==> src/rtl/aes_round_ctrl.sv <==
// Iterative AES encryption round controller: sequences round keys and latches the
// external round datapath result once per cycle, then holds the ciphertext until accepted.
module aes_round_ctrl #(
    parameter int NUM_ROUNDS = 10
) (
    input  logic         clock,
    input  logic         reset,
    input  logic         inValid,
    output logic         inReady,
    input  logic [127:0] inData,
    output logic [3:0]   keyIndex,
    input  logic [127:0] roundKey,
    output logic [127:0] roundState,
    output logic         finalRound,
    input  logic [127:0] roundResult,
    input  logic         flush,
    output logic         outValid,
    input  logic         outReady,
    output logic [127:0] outData,
    output logic         busy
);

    localparam logic [3:0] LAST_CNT   = 4'(NUM_ROUNDS);
    localparam logic [3:0] PENULT_CNT = 4'(NUM_ROUNDS - 1);

    typedef enum logic [1:0] {
        ST_IDLE  = 2'd0,
        ST_ROUND = 2'd1,
        ST_FINAL = 2'd2,
        ST_DONE  = 2'd3
    } state_e;

    state_e         state_q,     state_d;
    logic [3:0]     round_cnt_q, round_cnt_d;
    logic [127:0]   state_reg_q, state_reg_d;

    // State register, round counter and AES state register
    always_ff @(posedge clock or posedge reset) begin
        if (reset) begin
            state_q     <= ST_IDLE;
            round_cnt_q <= 4'd0;
            state_reg_q <= 128'd0;
        end else begin
            state_q     <= state_d;
            round_cnt_q <= round_cnt_d;
            state_reg_q <= state_reg_d;
        end
    end

    // Next-state logic; flush has priority over every transition
    always_comb begin
        state_d     = state_q;
        round_cnt_d = round_cnt_q;
        state_reg_d = state_reg_q;
        if (flush) begin
            state_d     = ST_IDLE;
            round_cnt_d = 4'd0;
            state_reg_d = 128'd0;
        end else begin
            case (state_q)
                ST_IDLE: begin
                    if (inValid) begin
                        state_d     = ST_ROUND;
                        round_cnt_d = 4'd1;
                        state_reg_d = inData ^ roundKey;
                    end else begin
                        state_d     = ST_IDLE;
                    end
                end
                ST_ROUND: begin
                    state_reg_d = roundResult;
                    // Compare with >= so a corrupted count saturates instead of wrapping
                    if (round_cnt_q >= PENULT_CNT) begin
                        state_d     = ST_FINAL;
                        round_cnt_d = LAST_CNT;
                    end else begin
                        round_cnt_d = round_cnt_q + 4'd1;
                    end
                end
                ST_FINAL: begin
                    state_reg_d = roundResult;
                    round_cnt_d = LAST_CNT;
                    state_d     = ST_DONE;
                end
                ST_DONE: begin
                    if (outReady) begin
                        state_d     = ST_IDLE;
                        round_cnt_d = 4'd0;
                    end else begin
                        state_d     = ST_DONE;
                    end
                end
                default: begin
                    state_d     = ST_IDLE;
                    round_cnt_d = 4'd0;
                end
            endcase
        end
    end

    // Output decode from the current state
    always_comb begin
        keyIndex   = 4'd0;
        finalRound = 1'b0;
        outValid   = 1'b0;
        inReady    = 1'b0;
        busy       = 1'b1;
        case (state_q)
            ST_IDLE: begin
                inReady = 1'b1;
                busy    = 1'b0;
            end
            ST_ROUND: begin
                keyIndex = round_cnt_q;
            end
            ST_FINAL: begin
                keyIndex   = round_cnt_q;
                finalRound = 1'b1;
            end
            ST_DONE: begin
                keyIndex = LAST_CNT;
                outValid = 1'b1;
            end
            default: begin
                busy = 1'b1;
            end
        endcase
    end

    assign roundState = state_reg_q;
    assign outData    = state_reg_q;

endmodule

==> config.mk <==
export PLATFORM = sky130hd
export DESIGN_NAME = aes_round_ctrl
export DESIGN_NICKNAME = d
export VERILOG_FILES = /design/src/rtl/aes_round_ctrl.sv
export SDC_FILE = /design/constraint.sdc
export NUM_CORES = 1
export LEC_CHECK = 0
export CAP_MARGIN = 20
export CORE_AREA = 3 3 251 253
export CTS_BUF_LIST = sky130_fd_sc_hd__clkbuf_2 sky130_fd_sc_hd__clkbuf_4 sky130_fd_sc_hd__clkbuf_8
export DETAILED_ROUTE_END_ITERATION = 12
export DIE_AREA = 0 0 254 256
export GPL_TIMING_DRIVEN = 0
export PLACE_DENSITY = 0.49
export SETUP_SLACK_MARGIN = 0.5
export SLEW_MARGIN = 20
export SYNTH_ARGS = -nofsm -noshare
export SYNTH_HDL_FRONTEND = slang
export SYNTH_SLANG_ARGS = --single-unit
==> constraint.sdc <==
create_clock -name clock -period 12.7 [get_ports clock]
set_input_delay 1.27 -clock clock [delete_from_list [all_inputs] [get_ports clock]]
set_output_delay 1.27 -clock clock [all_outputs]
set_load 0.02 [all_outputs]
After elaboration in Yosys (flattened, before gate mapping)
Cells that the tools add are included.
{"block": "classes", "n_addsub": 1, "mux": 18, "eq_ne": 6, "n_reduce_logical": 5, "bitwise": 1, "order_cmp": 1}
{"operator": "128-bit two-way mux", "n": 2}
{"operator": "128-bit case mux with 2 select lines", "n": 1}
{"operator": "128-bit bitwise XOR", "n": 1}
{"operator": "4-bit two-way mux", "n": 4}
{"operator": "4-bit case mux with 4 select lines", "n": 1}
{"operator": "3-bit inequality test, second input constant", "n": 3}
{"operator": "2-bit case mux with 4 select lines", "n": 1}
{"operator": "4-bit case mux with 2 select lines", "n": 1}
{"operator": "2-bit two-way mux", "n": 3}
{"operator": "1-bit two-way mux", "n": 5}
{"operator": "4-bit by 1-bit adder with 4-bit output, second input constant", "n": 1}
{"operator": "2-bit equality test, second input constant", "n": 2}
{"operator": "4-bit >= comparator, second input constant", "n": 1}
{"operator": "2-bit AND reduction", "n": 2}
{"operator": "3-bit nonzero test", "n": 1}
{"operator": "2-bit by 1-bit equality test with 1-bit output, second input constant", "n": 1}
{"operator": "2-bit logical NOT", "n": 1}
{"operator": "2-bit OR reduction", "n": 1}
{"block": "totals", "register_bits": 134, "word_cells": 35, "in_bits": 389, "out_inout_bits": 264}

Depth between registers and ports, before layout
Gate-level depths: netlist of run 1.
{"block": "depth", "ltp_word": 4, "ltp_mapped": 9, "ltp_nobuf": 5}

Worst setup path after synthesis of run 1
OpenSTA, ideal clock, no wires.
{"block": "synth_timing", "path_kind": "reg2out", "startpoint": "register state_q[0]", "endpoint": "output keyIndex[1]", "n_path_buf": 3, "required_time_ns": 11.430, "path_stages_with_launch": 8, "t_arrival_ns": 1.640, "slack_ns": 9.790, "path_cell_list": "dfrtp_1 inv_1 ha_1 buf_2 buf_6 clkbuf_1 a21oi_1 nor2_1"}
{"block": "synth_via", "elab_chain_len": 3, "word_cells_on_any_way": 5, "classes_between": "eq/ne (3); mux (1); reduce/logical (1)"}
{"element": "start, declared", "line_no": "33", "rtl": "state_e state_q, state_d;"}
{"element": "start signal, assigned", "line_no": "44", "rtl": "state_q <= state_d;"}
{"element": "2-bit by 1-bit equality test with 1-bit output or 2-bit equality test (tied branches)", "line_no": "108", "rtl": "case (state_q)"}
{"element": "2-bit OR reduction (no line)"}
{"element": "4-bit case mux with 2 select lines *", "line_no": "108"}
{"element": "end, declared", "line_no": "11", "rtl": "output logic [3:0] keyIndex,"}
Every way passes the cells marked *; elsewhere a longest branch is shown, timed or not.

Final worst setup path of run 1
Ends and elaborated chain as after synthesis.

==> results of run 1 <==
-- worst register-to-register path, stage by stage, from the launching register on --
cell and delay [ps]:
sky130_fd_sc_hd__dfrtp_1 460, sky130_fd_sc_hd__inv_1 90, sky130_fd_sc_hd__ha_1 270, sky130_fd_sc_hd__buf_2 360
sky130_fd_sc_hd__buf_6 240, sky130_fd_sc_hd__mux2i_4 80, sky130_fd_sc_hd__nor2_1 130, sky130_fd_sc_hd__buf_2 450
sky130_fd_sc_hd__buf_2 440, sky130_fd_sc_hd__a22o_1 200
-- placed cells by master, fill, tap and decap left out, types with 2 or more instances in the layout --
cell type | netlist | layout
sky130_fd_sc_hd__clkdlybuf4s50_1 | 0 | 651
sky130_fd_sc_hd__dfrtp_1 | 134 | 134
sky130_fd_sc_hd__nand2_1 | 132 | 132
sky130_fd_sc_hd__o21ai_0 | 130 | 130
sky130_fd_sc_hd__buf_4 | 129 | 129
sky130_fd_sc_hd__xnor2_1 | 129 | 129
sky130_fd_sc_hd__a22o_1 | 129 | 129
sky130_fd_sc_hd__buf_2 | 28 | 28
sky130_fd_sc_hd__clkbuf_8 | 0 | 18
sky130_fd_sc_hd__clkbuf_1 | 15 | 15
sky130_fd_sc_hd__buf_6 | 15 | 15
sky130_fd_sc_hd__inv_1 | 9 | 8
sky130_fd_sc_hd__ha_1 | 7 | 7
sky130_fd_sc_hd__bufinv_16 | 0 | 7
sky130_fd_sc_hd__nand2b_1 | 4 | 4
sky130_fd_sc_hd__nor3_1 | 4 | 4
sky130_fd_sc_hd__nor2_1 | 3 | 3
sky130_fd_sc_hd__nor2b_1 | 3 | 3
sky130_fd_sc_hd__a21oi_1 | 3 | 3
sky130_fd_sc_hd__diode_2 | 0 | 2
sky130_fd_sc_hd__and2_1 | 2 | 2
sky130_fd_sc_hd__nand3_1 | 2 | 2
sky130_fd_sc_hd__a211oi_1 | 2 | 2
sky130_fd_sc_hd__o211ai_1 | 2 | 2
sky130_fd_sc_hd__clkinv_4 | 0 | 2
-- report_power, final --
group          internal [mW]  switching [mW]
clock                  0.280           0.195
combinational           1.21            1.30
sequential             0.598           0.186
total                   2.08            1.68
-- stage by stage --
step / cells / hold WS (ps) / worst slack, ps
final: 2368 / 530.1 / 8180
after CTS: 2366 / 538.8 / 8081
after global routing: 2367 / 570.9 / 7949
after detailed placement: 2335 / 515.7 / 8736
after floorplan: 893 / 532.2 / 7847
after global placement: 2334 / 515.1 / 5466
-- routing by layer --
layer  track usage, %  vias up  part of all wire [%]
li1                 -     4288                     -
met1            15.44     4114                    41
met2            22.51      365                    51
met3            3.120       41                   6.5
met4            4.285        2                   2.0
met5                0        -                 0.030
-- registers in the layout (all words and copies together), names as in the netlist --
name	cells
outData	128
state_q	2
round_cnt_q	4
-- layout make-up --
cell class	instances	area (um2)	share of cell area, %
antenna	2	5.005	0.03030
buffer	187	1334	8.075
multi-input combinational	563	3747	22.69
tap	790	988.4	5.984
clock inverter	12	249.0	1.507
timing repair buffer	652	6544	39.62
inverter	9	41.29	0.2500
clock buffer	19	255.2	1.545
sequential	134	3353	20.30
-- cells by family (layout without fill, tap and decap cells) --
| logic type | Yosys count | after routing | share of synthesized area, % |
|---|---|---|---|
| AO/OA/AOI/OAI | 273 | 273 | 22.28 |
| buffers and inverters | 196 | 879 | 16.15 |
| AND/OR/NAND/NOR | 153 | 153 | 7.329 |
| flip-flops | 134 | 134 | 39.60 |
| XOR/XNOR | 129 | 129 | 13.34 |
| adder cells (fa/ha/maj) | 7 | 7 | 1.034 |
| multiplexers | 1 | 1 | 0.2659 |
| other | 0 | 2 | 0 |
-- final timing paths --
kind / from / depth (start not counted) / endpoint
setup reg to reg: state_q[0] / 9 / outData[3]
hold / removal: outData[73] / 1 / outData[73]
max in group asynchronous: reset / 3 / outData[116]
min in group asynchronous: reset / 2 / outData[54]
hold reg to reg: outData[73] / 1 / outData[73]
setup / recovery: state_q[0] / 8 / keyIndex[1]
==> run summary, run 1 <==
VDD sags by at most 0.08705 mV. The critical path goes through inv_1 > ha_1 > buf_2 > buf_6 > clkbuf_1 > a21oi_1 > nor2_1 > clkdlybuf4s50_1. The clock reaches the later pin of the worst-skew pair after 520 ps.

The congestion estimate from routability-driven global placement came to 0.8639. In the final routed layout, each cell accounts on average for 18.21 um. Post-cts sizing count: 0.

The run gives 91 as the number of rows in the core area. The run gives 43.13 mm as the overall routed net length. Number of nets in the finished design: 1960. Among all flip-flop cells after synthesis, the most frequent one is sky130_fd_sc_hd__dfrtp_1.

The worst endpoint data arrival time was 3250 ps. For the pin with the worst max-slew slack, the measured transition is 976.8 ps. At the end of the flow the core is filled with cells to 26.96%. The critical path buffer and inverter count is 5, and the area added between synthesis and finish is 95.05%. The post-detailed-route DRC marker count was 0.

Max-cap violations in this run came to 0. Broken down by cell family, the worst path's largest delay share belongs to buffers and inverters. Initial antenna violation count: 5. The critical path's slowest cell is sky130_fd_sc_hd__clkdlybuf4s50_1. By instance count, the leading cell after synthesis is sky130_fd_sc_hd__dfrtp_1. Once the clock tree was built, the setup fixing pass inserted 0 buffers. In this run, the number of DRC markers left after iteration 0 of detailed routing was 367. Clock tree synthesis found a total of 134 sinks.

The number of hold buffers added after CTS was 0. TritonCTS built the clock tree. The region available for standard cell placement spans 0.06126 mm2. The number of global-route vias before repair is 9270, and the final setup violation count is 0. Total power consumption of the routed design: 3.766 mW. The buffer type at the clock tree root was sky130_fd_sc_hd__clkbuf_8. The clock arrives with 19.43 ps of skew. In this run the worst path has a maximum fanout of 10.

Counting the buffers created by CTS gives 17. Clock-pin slew was measured on the worst setup and hold paths at 90 ps. The total count of hold-check failures in the final report is 0, and the via count normalized by instance count is 3.720. The top cell type's share of synthesized area came out at 39.60%.

The post-synthesis cell count was 893. In this run the power density over the cells is 228.0 mW/mm2. The category of the critical setup timing path was reg2out. The total overflow left after global routing is 0. The tools report the reported leakage power as 6.667 nW. The tools report the HPWL reported at the end of detailed placement as 35.89 mm. Timing would allow up to 221.2 MHz. In this run the deepest clock path goes through 2 buffers.

Setup repair after global routing left no endpoint under its margin. Summing the sequential cell areas from Yosys gives 39.60% of the chip area. After routing the design area is 0.01652 mm2. The H-tree was split into 4 levels. During synthesis, Yosys emitted a total of 0 warnings. The layout cell share with drive strength beyond 1 came out at 13.13%. The number of top-level design ports was 653. The wire length of the first global-routing pass was 61.11 mm. Area of the mapped netlist: 0.008468 mm2. Subtracting the final worst setup slack from the clock period gives 4520 ps. Global routing used 12.90% of the available tracks. Of all cell types, the one taking the most synthesized area is sky130_fd_sc_hd__dfrtp_1.

The synthesized flop and latch total is 134, and the required time of the critical path is 11430 ps. The tools report the number of optimization iterations in the first detailed-route pass as 4. The min-delay analysis places its worst path in the category reg2reg. Setup total negative slack on the finished layout was measured at 0 ps. The max-slew violation total from the final report came out at 0.

Dividing the final minimum period by the clock period gives 35.59%. The number of input and output port buffers inserted was 651; the die height was 256 um. For the maximum number of pins on one net before global-route repair, the log shows 74. The die is 254 um wide. The effective utilization at floorplan is 13.82%. The count of nets left with antenna violations once routing finished came out at 0.

The run finished with clean final reports. Ranked by instance count, the synthesized netlist is headed by sky130_fd_sc_hd__dfrtp_1, sky130_fd_sc_hd__nand2_1, sky130_fd_sc_hd__o21ai_0. Synthesis produced a netlist with a net count of 1289. The routed layout has 8810 vias. After synthesis, the share of flip-flops with an asynchronous set or reset is 100.0%. The floorplan step defined a die boundary enclosing 0.06502 mm2. The worst setup path is captured at a primary output. STA classifies the critical path startpoint as a flop.

The average cell area after synthesis is 9.483 um2. In this run the tightest slew margin relative to its limit is 34.88%. The highest cell delay on the worst timing path is 660 ps. The count of flip-flops with a built-in enable after synthesis was 0.

The internal reg-to-reg setup slack was 9910 ps; the post-synthesis cell type count was 31. For the area after detailed placement, the log shows 0.01601 mm2. By area the synthesized netlist is led by sky130_fd_sc_hd__dfrtp_1, sky130_fd_sc_hd__a22o_1, sky130_fd_sc_hd__xnor2_1. For the number of filler cells placed in the layout, the log shows 6582.
Note: power is estimated with default switching activity, not from simulation.
==> run 2, diff against run 1 <==
Clock period 12.7 ns to 4.5 ns, I/O delays scaled along.
==> run 2 against run 1 <==
Net effect: hold slack worse by 230 ps; power grew to 2.8 times the previous value; final area did not move.
==> run summary, run 2 (same netlist as run 1, synthesis figures left out) <==
The count of vias placed by the detailed router was 8933 (+1.4%). For the effective utilization at floorplan, the log shows 13.82% (unchanged). The slew at the pin with the worst max-slew slack was 920.0 ps (-56.79 ps); the final core utilization was 26.96% (unchanged). The number of input and output port buffers inserted came out at 651 (unchanged).

The total count of hold-check failures in the final report was 0 (unchanged). For the maximum number of pins on one net before global-route repair, the log shows 32 (-57%). The category of the critical setup timing path was reg2out. Traced cell by cell, the critical path runs through inv_1 > ha_1 > buf_2 > buf_6 > clkbuf_1 > a21oi_1 > nor2_1 > clkdlybuf4s50_1. The final setup violation count was 0 (unchanged). The run gives 9468 (+2.1%) as the number of global-route vias before repair. The final critical-path share of the clock period was 81.18%; the highest cell delay on the worst timing path was 650 ps (about the same). The via count normalized by instance count was 3.769 (+1.3%).

The slowest stage of the critical path is the sky130_fd_sc_hd__clkdlybuf4s50_1 cell. The run gives 0.06126 mm2 (unchanged) as the core region area. For the global-route congestion overflow total, the log shows 0 (unchanged). For the worst clock skew, the log shows 14.04 ps (-5.390 ps). The area of the die came out at 0.06502 mm2 (unchanged). The worst-case reg-to-reg path depth came out at 9 (unchanged). The worst IR drop on VDD was 0.2565 mV (+190%). The run gives 134 (unchanged) as the TritonCTS sink count. The type of the most critical hold path was in2async. The tools report the kind of end point of the critical path as a primary output. The clock latency at the later pin of the worst-skew pair was 510 ps (about the same); the number of rows in the core area was 91 (unchanged). The maximum clock insertion buffer count was 2 (unchanged).

The total negative slack for setup checks came out at 0 ps (unchanged). The maximum fanout along the worst path was 10 (unchanged). The post-cts sizing count was 0 (unchanged); the die height was 256 um (unchanged). Static timing analysis puts the maximum clock frequency at 273.7 MHz. The total clock buffers created by CTS was 17 (unchanged). The layout cell share with drive strength beyond 1 was 13.30% (+0.17 points); the number of buffers added for setup after CTS was 0 (unchanged).

The total routing usage reported by global routing is 13.37% (+0.47 points). The run finished with clean final reports. The max-slew violation total from the final report was 0 (unchanged). The wire length of the first global-routing pass is 63.05 mm (+3.2%).

Number of nets in the finished design: 1963 (+0.15%). Setup repair after global routing left no endpoint under its margin. The run gives 367 (unchanged) as the detailed router's first-iteration violation count. The tools report the combined area of the multi-input logic cells as 0.003747 mm2 (unchanged).

TritonCTS built the clock tree. The minimum period implied by the final worst setup slack was 3653 ps. Number of optimization iterations in the first detailed-route pass: 5 (+1). The number of max-cap violations was 0 (unchanged). The flip-flop count of the largest register, all copies and words added works out to 128 (unchanged). For the overall routed net length, the log shows 44.75 mm (+3.8%).

For the H-tree level count, the log shows 4 (unchanged). The tools report the hold-fix buffer count after cts as 0 (unchanged). For the number of filler cells placed in the layout, the log shows 6633 (+0.77%). In the layout the commonest cells are sky130_fd_sc_hd__clkdlybuf4s50_1, sky130_fd_sc_hd__dfrtp_1, sky130_fd_sc_hd__nand2_1. The global placer's final weighted congestion is 0.8708 (+0.80%), and the number of top-level design ports is 653 (unchanged).

Reported leakage power: 6.665 nW (about the same). The HPWL reported at the end of detailed placement was 37.21 mm (+3.7%). The number of nets still failing antenna checks after routing is 0 (unchanged). The die boundary width was 254 um (unchanged); the post-detailed-route DRC marker count was 0 (unchanged).

The total power per unit cell area was 638.8 mW/mm2 (+180%); the worst endpoint data arrival time was 3200 ps (-50 ps). The sequential cell area in the final layout came out at 0.003353 mm2 (unchanged). The clock edge transition at the registers on the reported setup and hold paths is 90 ps (about the same).

Startpoint type of the worst setup path: a flop. The tools report the relative slew slack as 38.67% (+3.8 points). The area added between synthesis and finish came out at 95.05% (unchanged).

The leading cell type in the layout, fill and taps excluded was sky130_fd_sc_hd__clkdlybuf4s50_1. Buffer type at the clock tree root: sky130_fd_sc_hd__clkbuf_8. The logs give 4050 ps (-7380 ps) for the required time of the critical path and 6 (+1) for the initial antenna violation count. The detailed-route wire length per cell came out at 18.88 um (+3.7%).
==> run 2: cell count changes in the layout (fill, tap and decap cells not counted), sizes merged <==
| cell | previous run | this run |
|---|---|---|
| diode | 2 | 1 |
| inv | 10 | 8 |
| clkinvlp | 1 | 2 |
| clkinv | 3 | 6 |
| bufinv | 7 | 5 |
| buf | 173 | 176 |
==> run 2: final cells by class <==
type                       count  share of cell area [%]
inverter                       9                  0.2273
multi-input combinational    563                   22.69
tap                          790                   5.984
antenna                        1                 0.01515
timing repair buffer         655                   39.94
buffer                       187                   8.075
sequential                   134                   20.30
clock buffer                  19                   1.545
clock inverter                12                   1.227
==> run 2: path summary, 6_finish.rpt <==
check	from	endpoint	slack, ps
min in group clock	flush	state_q[1]	370
hold / removal	reset	outData[64]	300
hold reg to reg	outData[94]	outData[94]	540
setup reg to reg	state_q[0]	outData[2]	1650
max in group asynchronous	reset	outData[27]	3400
setup / recovery	state_q[0]	keyIndex[3]	850
==> run 2: routing by layer <==
layer	global-route usage [%]	wire length (um)
met2	23.88	22930
met4	4.078	772
met3	3.048	2566
met5	0	12
met1	15.80	18470
==> run 2: critical path: cells and delay by family, from the launching register on <==
family,cells,cell delay [ps]
AOI/OAI and AO/OA,1,120
adders and majority gates,1,280
and+or+nand+nor,1,100
buffers and inverters,5,1710
DFF,1,470
==> run 2: per-stage QoR <==
step	instances	hold slack [ps]	instance area [um2]	power, mW	setup slack [ps]
5_1_grt	2370	248.9	16520	11.25	539.3
6_report	2370	304.9	16520	10.55	846.7
2_1_floorplan	893	532.2	8472	5.903	2385
4_1_cts	2369	223.8	16510	10.76	655.8
3_3_place_gp	2334	516.8	15980	9.446	888.7
3_5_place_dp	2338	519.7	16060	9.468	1312
==> run 2: report_power, final <==
group	internal, mW	switching [mW]
clock	0.677	0.537
combinational	3.41	3.69
sequential	1.69	0.551
